==> src/rtl/core_pkg.sv <==
// Shared definitions for the RV32I multi-cycle control path: opcode classes,
// sequencer states and datapath select encodings.
package core_pkg;

   localparam logic [6:0] OP_R      = 7'b0110011;
   localparam logic [6:0] OP_I      = 7'b0010011;
   localparam logic [6:0] OP_LOAD   = 7'b0000011;
   localparam logic [6:0] OP_STORE  = 7'b0100011;
   localparam logic [6:0] OP_BRANCH = 7'b1100011;
   localparam logic [6:0] OP_JAL    = 7'b1101111;
   localparam logic [6:0] OP_JALR   = 7'b1100111;

   typedef enum logic [2:0] {
      S_FETCH,
      S_DECODE,
      S_EXEC,
      S_MEM,
      S_WB,
      S_FAULT
   } state_t;

   localparam logic [1:0] PC_PLUS4  = 2'b00;
   localparam logic [1:0] PC_BRANCH = 2'b01;
   localparam logic [1:0] PC_JAL    = 2'b10;
   localparam logic [1:0] PC_JALR   = 2'b11;

   localparam logic [1:0] ALU_ADD    = 2'b00;
   localparam logic [1:0] ALU_BRANCH = 2'b01;
   localparam logic [1:0] ALU_FUNCT  = 2'b10;

   localparam logic [1:0] JUMP_NONE = 2'b00;
   localparam logic [1:0] JUMP_JALR = 2'b01;
   localparam logic [1:0] JUMP_JAL  = 2'b10;

   // True for every opcode class the sequencer knows how to step through.
   function automatic logic op_known(input logic [6:0] op);
      return (op == OP_R)      || (op == OP_I)   || (op == OP_LOAD) ||
             (op == OP_STORE)  || (op == OP_BRANCH) ||
             (op == OP_JAL)    || (op == OP_JALR);
   endfunction

endpackage

==> src/rtl/mem_wait_timer.sv <==
// Counts consecutive unanswered memory-request cycles; expired flags the
// cycle in which the count has reached WAIT_LIMIT and the request is still
// unanswered.
module mem_wait_timer #(
   parameter int WAIT_LIMIT = 255
) (
   input  logic clk,
   input  logic rst,
   input  logic clear,
   input  logic count_en,
   output logic expired
);

   localparam int CW = (WAIT_LIMIT > 0) ? $clog2(WAIT_LIMIT + 1) : 1;
   localparam logic [CW-1:0] LIMIT = CW'(WAIT_LIMIT);

   logic [CW-1:0] count_q, count_d;

   assign expired = count_en && (count_q == LIMIT);

   // Next count: clear wins; otherwise advance on each waiting cycle below the limit.
   always_comb begin
      count_d = count_q;
      if (clear)
         count_d = '0;
      else if (count_en && !expired)
         count_d = count_q + 1'b1;
   end

   // Count register with synchronous reset.
   always_ff @(posedge clk) begin
      if (rst)
         count_q <= '0;
      else
         count_q <= count_d;
   end

endmodule

==> src/rtl/multicycle_sequencer.sv <==
// Multi-cycle RV32I instruction sequencer: steps each instruction through
// fetch/decode/execute/memory/writeback and drives datapath enables.
//
// state    | meaning
// ---------+-----------------------------------------------------------
// S_FETCH  | instruction read from memory at PC, IR loaded on ready
// S_DECODE | opcode latched into op_q and classified
// S_EXEC   | ALU operation; branches retire here
// S_MEM    | data load/store at ALU address; stores retire here
// S_WB     | register writeback and PC update
// S_FAULT  | illegal opcode or memory timeout; held until reset
module multicycle_sequencer
   import core_pkg::*;
#(
   parameter int WAIT_LIMIT = 255
) (
   input  logic       clk,
   input  logic       rst,
   input  logic [6:0] opcode,
   input  logic       branch_taken,
   input  logic       mem_ready,
   output logic       mem_req,
   output logic       mem_is_fetch,
   output logic       mem_write,
   output logic       ir_write,
   output logic       pc_write,
   output logic [1:0] pc_sel,
   output logic [1:0] alu_op,
   output logic       alu_src,
   output logic [1:0] jump,
   output logic       mem_to_reg,
   output logic       reg_write,
   output logic       instr_done,
   output logic       fault
);

   state_t     state_q, state_d;
   logic [6:0] op_q, op_d;
   logic       wait_en, wait_expired;

   // Only FETCH and MEM hold a memory request open; those are the waiting cycles.
   assign wait_en = ((state_q == S_FETCH) || (state_q == S_MEM)) && !mem_ready;

   mem_wait_timer #(.WAIT_LIMIT(WAIT_LIMIT)) u_wait (
      .clk      (clk),
      .rst      (rst),
      .clear    (state_d != state_q),
      .count_en (wait_en),
      .expired  (wait_expired)
   );

   // Next-state and opcode latch; a ready response beats the timeout.
   always_comb begin
      state_d = state_q;
      op_d    = op_q;
      case (state_q)
         S_FETCH: begin
            if (mem_ready)         state_d = S_DECODE;
            else if (wait_expired) state_d = S_FAULT;
         end
         S_DECODE: begin
            op_d    = opcode;
            state_d = op_known(opcode) ? S_EXEC : S_FAULT;
         end
         S_EXEC: begin
            if (op_q == OP_BRANCH)                           state_d = S_FETCH;
            else if ((op_q == OP_LOAD) || (op_q == OP_STORE)) state_d = S_MEM;
            else                                              state_d = S_WB;
         end
         S_MEM: begin
            if (mem_ready)         state_d = (op_q == OP_LOAD) ? S_WB : S_FETCH;
            else if (wait_expired) state_d = S_FAULT;
         end
         S_WB:    state_d = S_FETCH;
         S_FAULT: state_d = S_FAULT;
         default: state_d = S_FAULT;
      endcase
   end

   // State and latched opcode registers; reset aborts any instruction in flight.
   always_ff @(posedge clk) begin
      if (rst) begin
         state_q <= S_FETCH;
         op_q    <= '0;
      end else begin
         state_q <= state_d;
         op_q    <= op_d;
      end
   end

   // Datapath controls decoded from state and op_q; all forced low during reset.
   always_comb begin
      mem_req      = 1'b0;
      mem_is_fetch = 1'b0;
      mem_write    = 1'b0;
      ir_write     = 1'b0;
      pc_write     = 1'b0;
      pc_sel       = PC_PLUS4;
      alu_op       = ALU_ADD;
      alu_src      = 1'b0;
      jump         = JUMP_NONE;
      mem_to_reg   = 1'b0;
      reg_write    = 1'b0;
      instr_done   = 1'b0;
      fault        = 1'b0;
      if (!rst) begin
         case (state_q)
            S_FETCH: begin
               mem_req      = 1'b1;
               mem_is_fetch = 1'b1;
               ir_write     = mem_ready;
            end
            S_EXEC: begin
               alu_src = (op_q == OP_I) || (op_q == OP_LOAD) ||
                         (op_q == OP_STORE) || (op_q == OP_JALR);
               if ((op_q == OP_R) || (op_q == OP_I)) alu_op = ALU_FUNCT;
               else if (op_q == OP_BRANCH)            alu_op = ALU_BRANCH;
               if (op_q == OP_BRANCH) begin
                  pc_write   = 1'b1;
                  pc_sel     = branch_taken ? PC_BRANCH : PC_PLUS4;
                  instr_done = 1'b1;
               end
            end
            S_MEM: begin
               mem_req   = 1'b1;
               mem_write = (op_q == OP_STORE);
               if (mem_ready && (op_q == OP_STORE)) begin
                  pc_write   = 1'b1;
                  instr_done = 1'b1;
               end
            end
            S_WB: begin
               reg_write  = 1'b1;
               pc_write   = 1'b1;
               instr_done = 1'b1;
               mem_to_reg = (op_q == OP_LOAD);
               if (op_q == OP_JAL) begin
                  jump   = JUMP_JAL;
                  pc_sel = PC_JAL;
               end else if (op_q == OP_JALR) begin
                  jump   = JUMP_JALR;
                  pc_sel = PC_JALR;
               end
            end
            S_FAULT: fault = 1'b1;
            default: ;
         endcase
      end
   end

endmodule

==> config.mk <==
export PLATFORM = sky130hd
export DESIGN_NAME = multicycle_sequencer
export DESIGN_NICKNAME = d
export VERILOG_FILES = /design/src/rtl/core_pkg.sv /design/src/rtl/mem_wait_timer.sv /design/src/rtl/multicycle_sequencer.sv
export SDC_FILE = /design/constraint.sdc
export NUM_CORES = 1
export LEC_CHECK = 0
export BUFFER_PORTS_ARGS = -buffer_cell sky130_fd_sc_hd__buf_2
export CORE_UTILIZATION = 54
export DETAILED_ROUTE_END_ITERATION = 10
export GPL_ROUTABILITY_DRIVEN = 1
export PLACE_DENSITY_LB_ADDON = 0.12
export RECOVER_POWER = 50
export SYNTH_ARGS = -nofsm -noshare
export SYNTH_HDL_FRONTEND = slang
export SYNTH_SLANG_ARGS = --single-unit
==> constraint.sdc <==
create_clock -name clk -period 1.9 [get_ports clk]
set_input_delay 0.19 -clock clk [delete_from_list [all_inputs] [get_ports clk]]
set_output_delay 0.19 -clock clk [all_outputs]
set_load 0.01 [all_outputs]
==> impl_summary.log <==
INFO  metric cp.required = 1.71 ns
INFO  metric cts_tree = yes
INFO  metric finalSetupTns = 0 ns
INFO  metric hold_buffers = 0
INFO  metric finalMaxSlewViolations = 0
INFO  metric finish.utilization = 0.660
INFO  metric detailedRoute.firstPassIterationCount = 4
INFO  metric worst_slack_on_hold_paths = approximately 0.13 ns
INFO  metric postSynthCellCount = 164
INFO  metric starting_density_of_the_core = 0.576
INFO  metric grt_antenna_before_repair = 0
INFO  metric dp_hpwl = between 2 and 2.5 mm
INFO  metric postPlaceCellArea = between 0.001 and 0.0015 mm²
INFO  metric power_switching = between 200 and 300 µW
INFO  metric finalCritPeriodShare = 0.959
INFO  metric via_per_inst = between 6 and 7
INFO  metric post_synth_num_cell_types = 50
INFO  metric status = complete, no violations
INFO  metric ys_top_cells_by_area = sky130_fd_sc_hd__dfxtp_1, sky130_fd_sc_hd__a211oi_1, sky130_fd_sc_hd__a21oi_1, sky130_fd_sc_hd__nor3_1, sky130_fd_sc_hd__nand2_1
INFO  metric power.share.clock = 0.285
INFO  metric vias = ~1300
INFO  metric power.switching_fraction = 0.307
INFO  metric synth_seq_area_share = 0.283
INFO  metric syn_area = around 0.0013 mm²
INFO  metric n_antenna_cell = 0
INFO  metric peakVddDrop = between 0.4 and 0.5 mV
INFO  metric ant_nets = 0
INFO  metric worstReg2RegEnd = u_wait.count_q[4]
INFO  metric worst_r2r_startpoint = u_wait.count_q[0]
INFO  metric synth_top_cell_area_share = 0.283
INFO  metric criticalPathCategory = flop to output port
INFO  metric ys.warnings.count = 0
INFO  metric critical_path.startpoint_type = flop
INFO  metric place.port_buffers = 26
INFO  metric critPathLaunch = state_q[0]
INFO  metric cts_buffer_depth = 2
INFO  metric synth_edf_count = 0
INFO  metric postSynth.topFlopCell = sky130_fd_sc_hd__dfxtp_1
INFO  metric synth_area_leader_cell = sky130_fd_sc_hd__dfxtp_1
INFO  metric clock_sinks = 18
INFO  metric grt_setup_unrepaired = yes
INFO  metric synth-async-reset-ratio = 0
INFO  metric clock_tree.htree_level_count = 1
INFO  metric grt_util_met3 = 0.0273
INFO  metric chipWidth = just over 50 µm
INFO  metric area_growth = 14.6%
INFO  metric placeableCoreArea = between 0.002 and 0.0025 mm²
INFO  metric timing.reg2reg.setup_slack = about 0.11 ns
INFO  metric layout_commonest_cell = sky130_fd_sc_hd__buf_2
INFO  metric place_congestion = 0.896
INFO  metric slew_headroom = 0.668
INFO  metric critPathMaxFanout = 11
INFO  metric finalWorstPathRequiredPeriod = around 1.8 ns
INFO  metric ioPinCount = 27
INFO  metric die_h = just over 50 µm
INFO  metric worstPathArrival = 1.63 ns
INFO  metric grt_busiest_layer = met2
INFO  metric worst-r2r-cell-count = 6
INFO  metric number_of_register_bits_inferred_by_synthesis = 18
INFO  metric grt_overflow_total = 0
INFO  metric largest_net_degree_at_the_start_of_global_routing = 17
INFO  metric syn-num-nets = 176
INFO  metric path_clk_slew = around 0.10 ns
INFO  metric clock_latency = around 0.30 ns
INFO  metric use_met1 = 0.371
INFO  metric ctsRootBufferMaster = sky130_fd_sc_hd__clkbuf_4
INFO  metric detail_route.wl_per_cell = roughly 14 µm
INFO  metric worst_pin_slew = 0.491 ns
INFO  metric maxCapViolCount = 0
INFO  metric routed_wl = between 3 and 4 mm
INFO  metric numCtsBuffers = 3
INFO  metric commonest_non_fill_non_tap_cells_in_the_layout = sky130_fd_sc_hd__buf_2, sky130_fd_sc_hd__nand2_1, sky130_fd_sc_hd__dfxtp_1, sky130_fd_sc_hd__nor2_1, sky130_fd_sc_hd__a21oi_1
INFO  metric min-delay-path-class = input port to flop
INFO  metric filler_cell_count = 214
INFO  metric drt_iter0_markers = 50
INFO  metric worstSetupEndpointType = output port
INFO  metric power_frac_comb = 0.211
INFO  metric fin_skew = 0.000577 ns
INFO  metric floorplan.die_area = between 0.002 and 0.003 mm²
INFO  metric worst_setup_path_endpoint = jump[1]
INFO  metric post_route_cells_drive_above_1_share = 0.253
INFO  metric hold_viol_final = 0
INFO  metric finalSetupViolCount = 0
INFO  metric static-leakage-power = around 0.00056 µW
INFO  metric syn_area_per_cell = between 7 and 8 µm²
INFO  metric maximum_clock_frequency = about 0.55 GHz
INFO  metric std_cell_rows = 17
INFO  metric power_frac_seq = 0.504
INFO  metric globalRouteMet2Util = 0.378
INFO  metric residual_drc = 0
INFO  metric grt_pass1_vias = 1077
INFO  metric nets = between 200 and 250
INFO  metric wire_length_of_the_first_global_routing_pass = roughly 4.9 mm
INFO  metric internal_power = just under 600 µW
INFO  metric power_density = roughly 580 mW/mm²
INFO  metric global_route.usage.total = 0.255
INFO  metric area_of_all_placed_cells_without_fillers = between 0.001 and 0.0015 mm²
## cell usage after synthesis (2+ instances only)
library cell               count
sky130_fd_sc_hd__clkbuf_1      4
sky130_fd_sc_hd__and3_1        2
sky130_fd_sc_hd__inv_1         7
sky130_fd_sc_hd__dfxtp_1      18
sky130_fd_sc_hd__buf_4         3
sky130_fd_sc_hd__and3b_1       2
sky130_fd_sc_hd__xor2_1        2
sky130_fd_sc_hd__nor4b_1       2
sky130_fd_sc_hd__a211oi_1      9
sky130_fd_sc_hd__o21ai_0       9
sky130_fd_sc_hd__and2_1        2
sky130_fd_sc_hd__nand2_1      17
sky130_fd_sc_hd__xnor2_1       6
sky130_fd_sc_hd__nor3_1       13
sky130_fd_sc_hd__a31oi_1       2
sky130_fd_sc_hd__a21oi_1      13
sky130_fd_sc_hd__nor2_1       13
sky130_fd_sc_hd__buf_2         2
sky130_fd_sc_hd__nand3_1       4
sky130_fd_sc_hd__nand2b_1      4
## sequential cells by signal, indices dropped and copies added (netlist names)
| signal | flops |
|---|---|
| op_q | 7 |
| state_q | 3 |
| u_wait.count_q | 8 |
## layer usage
metal  vias to the layer above  wire (µm)
li1                        647          -
met1                       619       1510
met2                        45       1360
met3                         4        195
met4                         0         38
met5                         -          0
## what timing repair did
| action | in CTS | in global routing |
|---|---|---|
| setup endpoints to repair | 0 | 8 |
| buffers inserted | 0 | 1 |
| gates resized for setup | 0 | 4 |
## power by group through the flow
stage	clock network [µW]	logic, µW	registers (µW)
floorplan	0	139	414
detailed placement	0	180	430
global route	258	195	427
CTS	242	181	421
global placement	0	174	429
finish	240	177	423
## cell families (layout without fill, tap and decap cells)
| family | Yosys count | count (layout) | share of synthesized area |
|---|---|---|---|
| simple gates | 73 | 73 | 0.319 |
| xor+xnor | 9 | 9 | 0.0678 |
| flops | 18 | 18 | 0.283 |
| fa+ha+maj | 1 | 1 | 0.00982 |
| compound gates | 44 | 44 | 0.240 |
| mux | 1 | 1 | 0.00786 |
| buf+inv | 18 | 44 | 0.0727 |
## how the worst min path moves through the flow
| stage | start | endpoint | slack [ns] | cells past startpoint |
|---|---|---|---|---|
| final | opcode[4] | op_q[4] | 0.13 | 3 |
| after global routing | opcode[6] | op_q[6] | 0.13 | 3 |
| after CTS | opcode[1] | op_q[1] | 0.13 | 3 |
| after detailed placement | opcode[1] | op_q[1] | 0.45 | 3 |
| after global placement | opcode[1] | op_q[1] | 0.44 | 3 |
| after floorplan | opcode[0] | op_q[0] | 0.33 | 2 |
## critical path, stage by stage, from the launching register on
cell                      delay, ns
sky130_fd_sc_hd__dfxtp_2       0.40
sky130_fd_sc_hd__buf_4         0.17
sky130_fd_sc_hd__nor2_1        0.18
sky130_fd_sc_hd__nand3_1       0.17
sky130_fd_sc_hd__nor2_1        0.16
sky130_fd_sc_hd__and2_1        0.13
sky130_fd_sc_hd__buf_2         0.12
## cell type report
class,instances,area (µm²),share of cell area
multi-input cells,128,827,0.566
flip-flops and latches,18,363,0.249
repair buffers,33,173,0.118
clock buffers,4,36.3,0.0249
well taps,28,35.0,0.0240
inverters,7,26.3,0.0180
## stage by stage
step                      worst slack, ns  total power (µW)  cells
after floorplan                     0.322               553    164
after global placement              0.219               603    213
after detailed placement            0.119               610    213
after CTS                        0.000891               844    217
after global routing              -0.0333               879    218
final                              0.0775               841    218
Note: power is estimated with default switching activity, not from simulation.
